## config.mk

```make
export PLATFORM = sky130hd
export DESIGN_NAME = branch_seq
export DESIGN_NICKNAME = d
export VERILOG_FILES = /design/src/rtl/branch_pkg.sv /design/src/rtl/ret_stack.sv /design/src/rtl/branch_seq.sv
export SDC_FILE = /design/constraint.sdc
export NUM_CORES = 1
export LEC_CHECK = 0
export CAP_MARGIN = 20
export CORE_ASPECT_RATIO = 2
export CORE_UTILIZATION = 35
export CTS_CLUSTER_SIZE = 10
export DETAILED_ROUTE_END_ITERATION = 8
export PLACE_DENSITY_LB_ADDON = 0.25
export SYNTH_ARGS = -nofsm -noshare
export SYNTH_HDL_FRONTEND = slang
export SYNTH_SLANG_ARGS = --single-unit
export TNS_END_PERCENT = 20
```

## constraint.sdc

```tcl
create_clock -name clk -period 2.86 [get_ports clk]
set_input_delay 0.572 -clock clk [delete_from_list [all_inputs] [get_ports clk]]
set_output_delay 0.572 -clock clk [all_outputs]
set_load 0.01 [all_outputs]
```

## src/rtl/branch_pkg.sv

```systemverilog
// branch_pkg: shared opcodes and sequencer state encodings
package branch_pkg;
  localparam logic [1:0] OP_NOP  = 2'b00;
  localparam logic [1:0] OP_JMP  = 2'b01;
  localparam logic [1:0] OP_CALL = 2'b10;
  localparam logic [1:0] OP_RET  = 2'b11;
  typedef enum logic [1:0] {ST_IDLE = 2'd0, ST_LOAD = 2'd1, ST_FLUSH = 2'd2} state_t;
endpackage

```

## src/rtl/ret_stack.sv

```systemverilog
// ret_stack: return-address LIFO with occupancy count and async-reset pointer
module ret_stack #(
  parameter int ADDR_W = 5,
  parameter int DEPTH = 4,
  parameter int CW = $clog2(DEPTH + 1)
) (
  input  logic              clk,
  input  logic              rst,
  input  logic              push,
  input  logic              pop,
  input  logic [ADDR_W-1:0] din,
  output logic [ADDR_W-1:0] dout,
  output logic              full,
  output logic              empty,
  output logic [CW-1:0]     count
);
  localparam int IW = $clog2(DEPTH);
  logic [ADDR_W-1:0] mem [DEPTH];
  logic [IW-1:0] wr_idx, rd_idx;
  assign wr_idx = IW'(count);
  assign rd_idx = IW'(count - 1'b1);
  assign full = count == CW'(DEPTH);
  assign empty = count == '0;
  assign dout = mem[rd_idx];
  always_ff @(posedge clk or posedge rst)
    if (rst) count <= '0;
    else if (push && !full) count <= count + 1'b1;
    else if (pop && !empty) count <= count - 1'b1;
  // contents need no reset; only the pointer defines validity
  always_ff @(posedge clk)
    if (push && !full) mem[wr_idx] <= din;
endmodule

```

## src/rtl/branch_seq.sv

```systemverilog
// branch_seq: JMP/CALL/RET sequencer driving the program counter load and fetch flush
module branch_seq
  import branch_pkg::*;
#(
  parameter int ADDR_W = 5,
  parameter int DEPTH = 4,
  parameter int CW = $clog2(DEPTH + 1)
) (
  input  logic              clk,
  input  logic              rst,
  input  logic              cmd_valid,
  output logic              cmd_ready,
  input  logic [1:0]        cmd_op,
  input  logic              cmd_cond,
  input  logic [ADDR_W-1:0] cmd_target,
  input  logic              flag_z,
  input  logic [ADDR_W-1:0] pc_cur,
  output logic              pc_load,
  output logic [ADDR_W-1:0] pc_val,
  output logic              flush,
  output logic [CW-1:0]     sp,
  input  logic              err_clr,
  output logic              err_ovf,
  output logic              err_unf
);
  state_t state, state_nx;
  logic take, do_jmp, do_call, do_ret, ovf, unf, go, full, empty;
  logic [ADDR_W-1:0] top;
  assign take = cmd_valid && state == ST_IDLE && !(cmd_cond && !flag_z);
  assign do_jmp = take && cmd_op == OP_JMP;
  assign do_call = take && cmd_op == OP_CALL && !full;
  assign ovf = take && cmd_op == OP_CALL && full;
  assign do_ret = take && cmd_op == OP_RET && !empty;
  assign unf = take && cmd_op == OP_RET && empty;
  assign go = do_jmp || do_call || do_ret;
  ret_stack #(.ADDR_W(ADDR_W), .DEPTH(DEPTH), .CW(CW)) u_stack (
    .clk(clk), .rst(rst), .push(do_call), .pop(do_ret), .din(pc_cur + 1'b1),
    .dout(top), .full(full), .empty(empty), .count(sp)
  );
  always_ff @(posedge clk or posedge rst)
    if (rst) state <= ST_IDLE;
    else state <= state_nx;
  always_comb
    state_nx = state == ST_LOAD ? ST_FLUSH : state == ST_FLUSH ? ST_IDLE : go ? ST_LOAD : ST_IDLE;
  always_comb begin
    cmd_ready = state == ST_IDLE;
    pc_load = state == ST_LOAD;
    flush = state == ST_FLUSH;
  end
  // a new error event in the same cycle as err_clr keeps the flag set
  always_ff @(posedge clk or posedge rst)
    if (rst) begin
      pc_val <= '0;
      err_ovf <= 1'b0;
      err_unf <= 1'b0;
    end else begin
      if (go) pc_val <= do_ret ? top : cmd_target;
      err_ovf <= ovf || (err_ovf && !err_clr);
      err_unf <= unf || (err_unf && !err_clr);
    end
endmodule
```

==> metrics.md, run 1 <==
| Metric | Value |
|---|---|
| Total grt overflow | `0` |
| Area of the mapped netlist | `0.00158 mm2` |
| Final GP Congestion | `roughly 0.85` |
| Total CTS buffers | `5` |
| Pwr Density | `771 mW/mm2` |
| Max VDD drop | `0.409 mV` |
| Drt initial violations | `14` |
| Data arrival time of the critical path | `2.27 ns` |
| # setup viols final | `0` |
| Max cap viols | `0` |
| Largest net degree at the start of global routing | `13` |
| Sequential cell fraction of total power | `0.388` |
| Post-synthesis area per instance | `15.1 um2` |
| Worst Path Max Fanout | `7` |
| Hpwl dp | `2.40 mm` |
| Initial Util | `0.364` |
| Worst slew pin tran | `0.514 ns` |
| Initial antenna violation count | `0` |
| Layout Area Growth over Synthesis | `28.4%` |
| Die Y | `97.1 um` |
| Root Buffer | `clkbuf_8` |
| DRC viols | `0` |
| H-tree depth | `2` |
| Die W | `49.5 um` |
| Die area | `0.00481 mm2` |
| Crit share post-route | `0.733` |
| Gr usage total | `0.148` |
| Number of global-route vias before repair | `1137` |
| Ant. Diodes | `0` |
| Clock latency on the worst-skew pair | `around 0.28 ns` |
| Nets@finish | `around 170` |
| Worst Hold Class | `flip-flop to flip-flop` |
| Setup TNS | `0 ns` |
| Psw | `490 uW` |
| Routed via count | `972` |
| RSZ-0062 raised after global routing | `false` |
| Worst EP required | `3.03 ns` |
| CTS Hold Bufs | `0` |
| Postcts setup bufs | `0` |
| Slew HR | `0.657` |
| Layout cells sized above 1 | `0.183` |
| Setup WS post-layout | `0.765 ns` |
| Leak Pwr | `~0.00076 uW` |
| # port buffers | `30` |
| Slowest stage delay, CP | `0.47 ns` |
| First-pass GRT wire length | `between 5 and 6 mm` |
| WL/cell | `15.3 um` |
| Final WL | `approximately 3.0 mm` |
| Pre-CTS setup slack | `0.442 ns` |
| Cell variety after synth | `33` |
| Worst Skew | `0.00529 ns` |
| Multi-input gate area | `621 um2` |
| Syn Inst Count | `approximately 110` |
| Fin. Hold Viols | `0` |
| Warnings from Yosys | `0` |
| First drt pass iteration count | `4` |
| Most common cell after layout, fill and taps aside | `clkdlybuf4s50_1` |
| Worst path slowest cell | `a311oi_4` |
| Seq cells post-synth | `32` |
| Site Rows | `34` |
| Power share of the combinational group | `0.389` |
| Commonest cells after routing, fill and taps aside | `30 x clkdlybuf4s50_1, 20 x edfxtp_1, 12 x dfrtp_1` |
| Fillers | `between 400 and 500` |
| Sw frac | `0.313` |
| Resized cells post-CTS | `0` |
| Syn nets | `129` |
| Critical path class | `input port to flip-flop` |
| Ports | `31` |
| Vias per cell | `4.96` |
| DRT antenna net count | `0` |
| Clock power share | `0.222` |
| Status | `finished clean` |
| Clock sinks | `32` |
| Pins Over Slew Limit | `0` |
| CTS clk-pin slew, worst paths | `0.07 ns` |
| Worst Setup Start Kind | `input port` |
| CTS tree | `yes` |
| Clock Path Buffers | `2` |
| Crit path time final | `2.10 ns` |
| Max Clock Freq | `477 MHz` |
| Pint | `1080 uW` |
| CP endpoint kind | `flip-flop` |
| Worst path cell trace | `clkdlybuf4s50_1 > nand2b_1 > nand3_1 > a311oi_4 > mux2_4` |
| Core area | `0.00434 mm2` |
| Register Area | `~900 um2` |
| Share of the yosys chip area belonging to registers | `0.570` |
cell type report:
| type | count | share of cell area |
|---|---|---|
| Clock buffer | 5 | 0.0339 |
| Clock inverter | 3 | 0.0117 |
| Inverter | 7 | 0.0129 |
| Multi-Input combinational cell | 62 | 0.306 |
| Sequential cell | 32 | 0.444 |
| Tap cell | 54 | 0.0333 |
| Timing Repair Buffer | 33 | 0.159 |
state kept, by name (all words and copies together), names as in the netlist:
register / count
u_stack.mem: 20
u_stack.count: 3
state: 2
err_unf: 1
err_ovf: 1
pc_val: 5
logic make-up (layout without fill, tap and decap cells):
kind of cell	after synthesis	count (layout)	synth area share
compound gates	10	10	0.0546
xor+xnor	4	4	0.0222
fa+ha+maj	6	6	0.0475
buf+inv	11	48	0.0380
flops	32	32	0.570
mux	15	15	0.154
simple gates	27	27	0.114
through the flow:
stage,util,power (uW),instances,area (um2),hold WS (ns)
after global placement,0.447,1220,188,1940,0.475
after CTS,0.468,1590,196,2030,0.522
after global routing,0.468,1670,196,2030,0.540
after floorplan,-,1010,105,1580,0.437
after detailed placement,0.447,1240,188,1940,0.502
final,0.468,1570,196,2030,0.517
cells in the mapped netlist:
master    number  area (um2)
edfxtp_1      20         601
mux2_4         5        75.1
or2b_2         1        8.76
inv_1          7        26.3
nand4_4        1        21.3
a211oi_1       1        7.51
and3b_1        1        8.76
and2_1         3        18.8
o22ai_1        2        12.5
clkbuf_4       1        7.51
o211ai_1       2        15.0
nand3_1        3        15.0
xnor2_1        3        26.3
clkbuf_1       1        3.75
xor2_1         1        8.76
a31oi_1        1        6.26
and2b_1        1        7.51
nand2b_1       1        6.26
a21oi_1        2        10.0
o32ai_1        1        8.76
dfrtp_1       12         300
mux2_1         5        56.3
nand4b_1       1        8.76
a311oi_4       1        26.3
nand2_1        6        22.5
nor2_1         3        11.3
mux4_2         5         113
nor2b_1        3        18.8
nor3_1         1        5.00
and4bb_4       1        16.3
and4b_2        1        11.3
ha_1           6        75.1
buf_6          2        22.5
power groups by stage:
stage          Sequential [uW]  Clock [uW]  Combinational, uW
3_3_place_gp               613           0                611
3_5_place_dp               617           0                622
6_report                   608         348                610
5_1_grt                    617         373                678
4_1_cts                    609         357                622
2_1_floorplan              635           0                374
final timing paths:
| check | depth (start not counted) | startpoint | to | slack, ns |
|---|---|---|---|---|
| max reg2reg | 5 | u_stack.count[1] | pc_val[1] | 0.80 |
| max | 5 | flag_z | pc_val[2] | 0.76 |
| min | 1 | pc_val[0] | pc_val[0] | 0.52 |
| max in group asynchronous | 2 | rst | err_unf | 1.94 |
| min reg2reg | 1 | pc_val[0] | pc_val[0] | 0.52 |
| min in group asynchronous | 2 | rst | pc_val[4] | 0.60 |
critical path: cells and delay by family:
family | cells | cell delay (ns)
AOI/OAI and AO/OA | 1 | 0.47
buffers and inverters | 1 | 0.44
and+or+nand+nor | 2 | 0.43
muxes | 1 | 0.34
per-layer routing:
layer	wire (um)	vias to the layer above	track usage	share of wire
li1	-	460	-	-
met1	999	476	0.141	0.33
met2	1790	30	0.273	0.60
met3	135	6	0.0391	0.045
met4	63	0	0.0769	0.021
met5	0	-	0	0
(Power assumes the default switching activity.)
==> run 2: changes to the inputs <==
==> constraint.sdc (replaced) <==
create_clock -name clk -period 1.8 [get_ports clk]
set_input_delay 0.36 -clock clk [delete_from_list [all_inputs] [get_ports clk]]
set_output_delay 0.36 -clock clk [all_outputs]
set_load 0.01 [all_outputs]
==> metrics.md, run 2 (synthesized netlist as in run 1, its figures left out) <==
| Metric | Value |
|---|---|
| R2r setup slk | `0.03 ns` |
| RR Startpoint | `u_stack.count[0]` |
| Vias per cell | `4.78` |
| Ports | `31` |
| H-tree depth | `2` |
| Worst Path Max Fanout | `7` |
| Most flops, register | `u_stack.mem` |
| RSZ-0062 raised after global routing | `true` |
| Root Buffer | `clkbuf_8` |
| DP Cell Count | `200` |
| Max FFs per register | `20` |
| WL/cell | `16.2 um` |
| Clock latency on the worst-skew pair | `around 0.28 ns` |
| Status | `finished clean` |
| CTS clk-pin slew, worst paths | `0.07 ns` |
| Max cap viols | `0` |
| First-pass GRT wire length | `~5.6 mm` |
| Worst Hold Class | `input port to async pin` |
| Initial Util | `0.364` |
| Hpwl dp | `2.68 mm` |
| Ant. Diodes | `0` |
| Most common cell after layout, fill and taps aside | `clkdlybuf4s50_1` |
| Hold slack | `0.414 ns` |
| Pins Over Slew Limit | `0` |
| Worst EP required | `1.97 ns` |
| Critical path class | `flip-flop to flip-flop` |
| Die Y | `97.1 um` |
| R2R depth | `5` |
| Pwr Density | `1250 mW/mm2` |
| Worst Skew | `0.00445 ns` |
| Die W | `49.5 um` |
| Worst r2r dst | `pc_val[2]` |
| Worst slew pin tran | `0.501 ns` |
| Slew HR | `0.666` |
| Worst Setup Start Kind | `flip-flop` |
| Final WL | `3.43 mm` |
| Final GP Congestion | `0.841` |
| Clock Path Buffers | `2` |
| Routed via count | `1014` |
| Max VDD drop | `between 0.6 and 0.7 mV` |
| Drt initial violations | `11` |
| Layout cells sized above 1 | `0.342` |
| Fin util | `0.510` |
| CP endpoint kind | `flip-flop` |
| Initial antenna violation count | `0` |
| Nets@finish | `181` |
| Worst setup path startpoint | `u_stack.count[0]` |
| Clock sinks | `32` |
| Core area | `approximately 0.0043 mm2` |
| Commonest cells after routing, fill and taps aside | `26 x clkdlybuf4s50_1, 20 x edfxtp_1, 16 x buf_4` |
| First drt pass iteration count | `4` |
| Die area | `0.00481 mm2` |
| Tot Pwr | `2770 uW` |
| Fin. Hold Viols | `0` |
| Crit share post-route | `0.983` |
| Pre-CTS setup slack | `-0.292 ns` |
| # setup viols final | `0` |
| Number of global-route vias before repair | `1172` |
| Crit path time final | `1.77 ns` |
| Largest regs | `u_stack.mem: 20 flops, pc_val: 5 flops, u_stack.count: 3 flops` |
| Setup WS post-layout | `approximately 0.03 ns` |
| Setup crit end | `pc_val[2]` |
| DRT antenna net count | `0` |
| Total CTS buffers | `5` |
| Leak Pwr | `around 0.00091 uW` |
| Largest net degree at the start of global routing | `13` |
| Gr usage total | `0.161` |
| # port buffers | `30` |
| Site Rows | `34` |
| Layout Area Growth over Synthesis | `39.9%` |
| Final cell count without fillers | `212` |
| Max Clock Freq | `565 MHz` |
| Data arrival time of the critical path | `slightly below 2 ns` |
| DRC viols | `0` |
| CTS tree | `yes` |
| Total grt overflow | `0` |
-- run 2: cell count changes in the layout (fill, tap and decap cells not counted), moves of 3 or more --
cell | previous run | this run
clkdlybuf4s50_1 | 30 | 26
buf_4 | 3 | 16
dlymetal6s2s_1 | 0 | 3
buf_6 | 0 | 3
mux2_4 | 5 | 10
mux2_1 | 5 | 0
and2_2 | 0 | 3
and2_1 | 3 | 0
-- run 2: worst min path at each step --
stage | from | endpoint | cells past startpoint
final | rst | pc_val[4] | 2
after global routing | rst | pc_val[4] | 2
after CTS | rst | pc_val[4] | 2
after detailed placement | state[1] | state[1] | 1
after global placement | state[1] | state[1] | 1
after floorplan | rst | err_ovf | 1
-- run 2: worst max-delay path: stages, from the launching register on --
cell     delay, ns
dfrtp_1       0.43
inv_6         0.05
ha_4          0.32
mux4_2        0.32
mux2_4        0.28
mux2_4        0.26
-- run 2: timing repair --
action | in CTS | in global routing
buffers inserted | 4 | 2
pin swaps | 0 | 3
hold buffers | 0 | 0
endpoints found under the hold margin | 0 | 0
resized for setup | 4 | 10
setup endpoints to repair | 2 | 29
-- run 2: cell type report --
class | count | area [um2]
Timing Repair Buffer | 49 | 460
Clock inverter | 2 | 11.3
Tap cell | 54 | 67.6
Clock buffer | 6 | 72.6
Multi-Input combinational cell | 62 | 668
Fill cell | 403 | 2130
Sequential cell | 32 | 901
Inverter | 7 | 31.3
-- run 2: layer usage --
metal  GRT usage  share of wire  up-vias
met5           0              0        -
met2       0.308           0.61       25
met3      0.0360          0.038        7
met4      0.0791          0.024        0
li1            -              -      491
met1       0.150           0.33      491
-- run 2: per-stage QoR --
stage	instance area, um2	TNS [ns]
floorplan	1640	-0.658
global placement	2070	-5.20
detailed placement	2070	-6.28
CTS	2200	-0.0591
global route	2210	-0.0388
finish	2210	0
-- run 2: where the power goes --
group	internal [uW]	switching, uW	leakage, uW
clock network	267	256	0.0000388
logic	763	522	0.000539
registers	891	72.1	0.000331
total	1920	850	0.000909
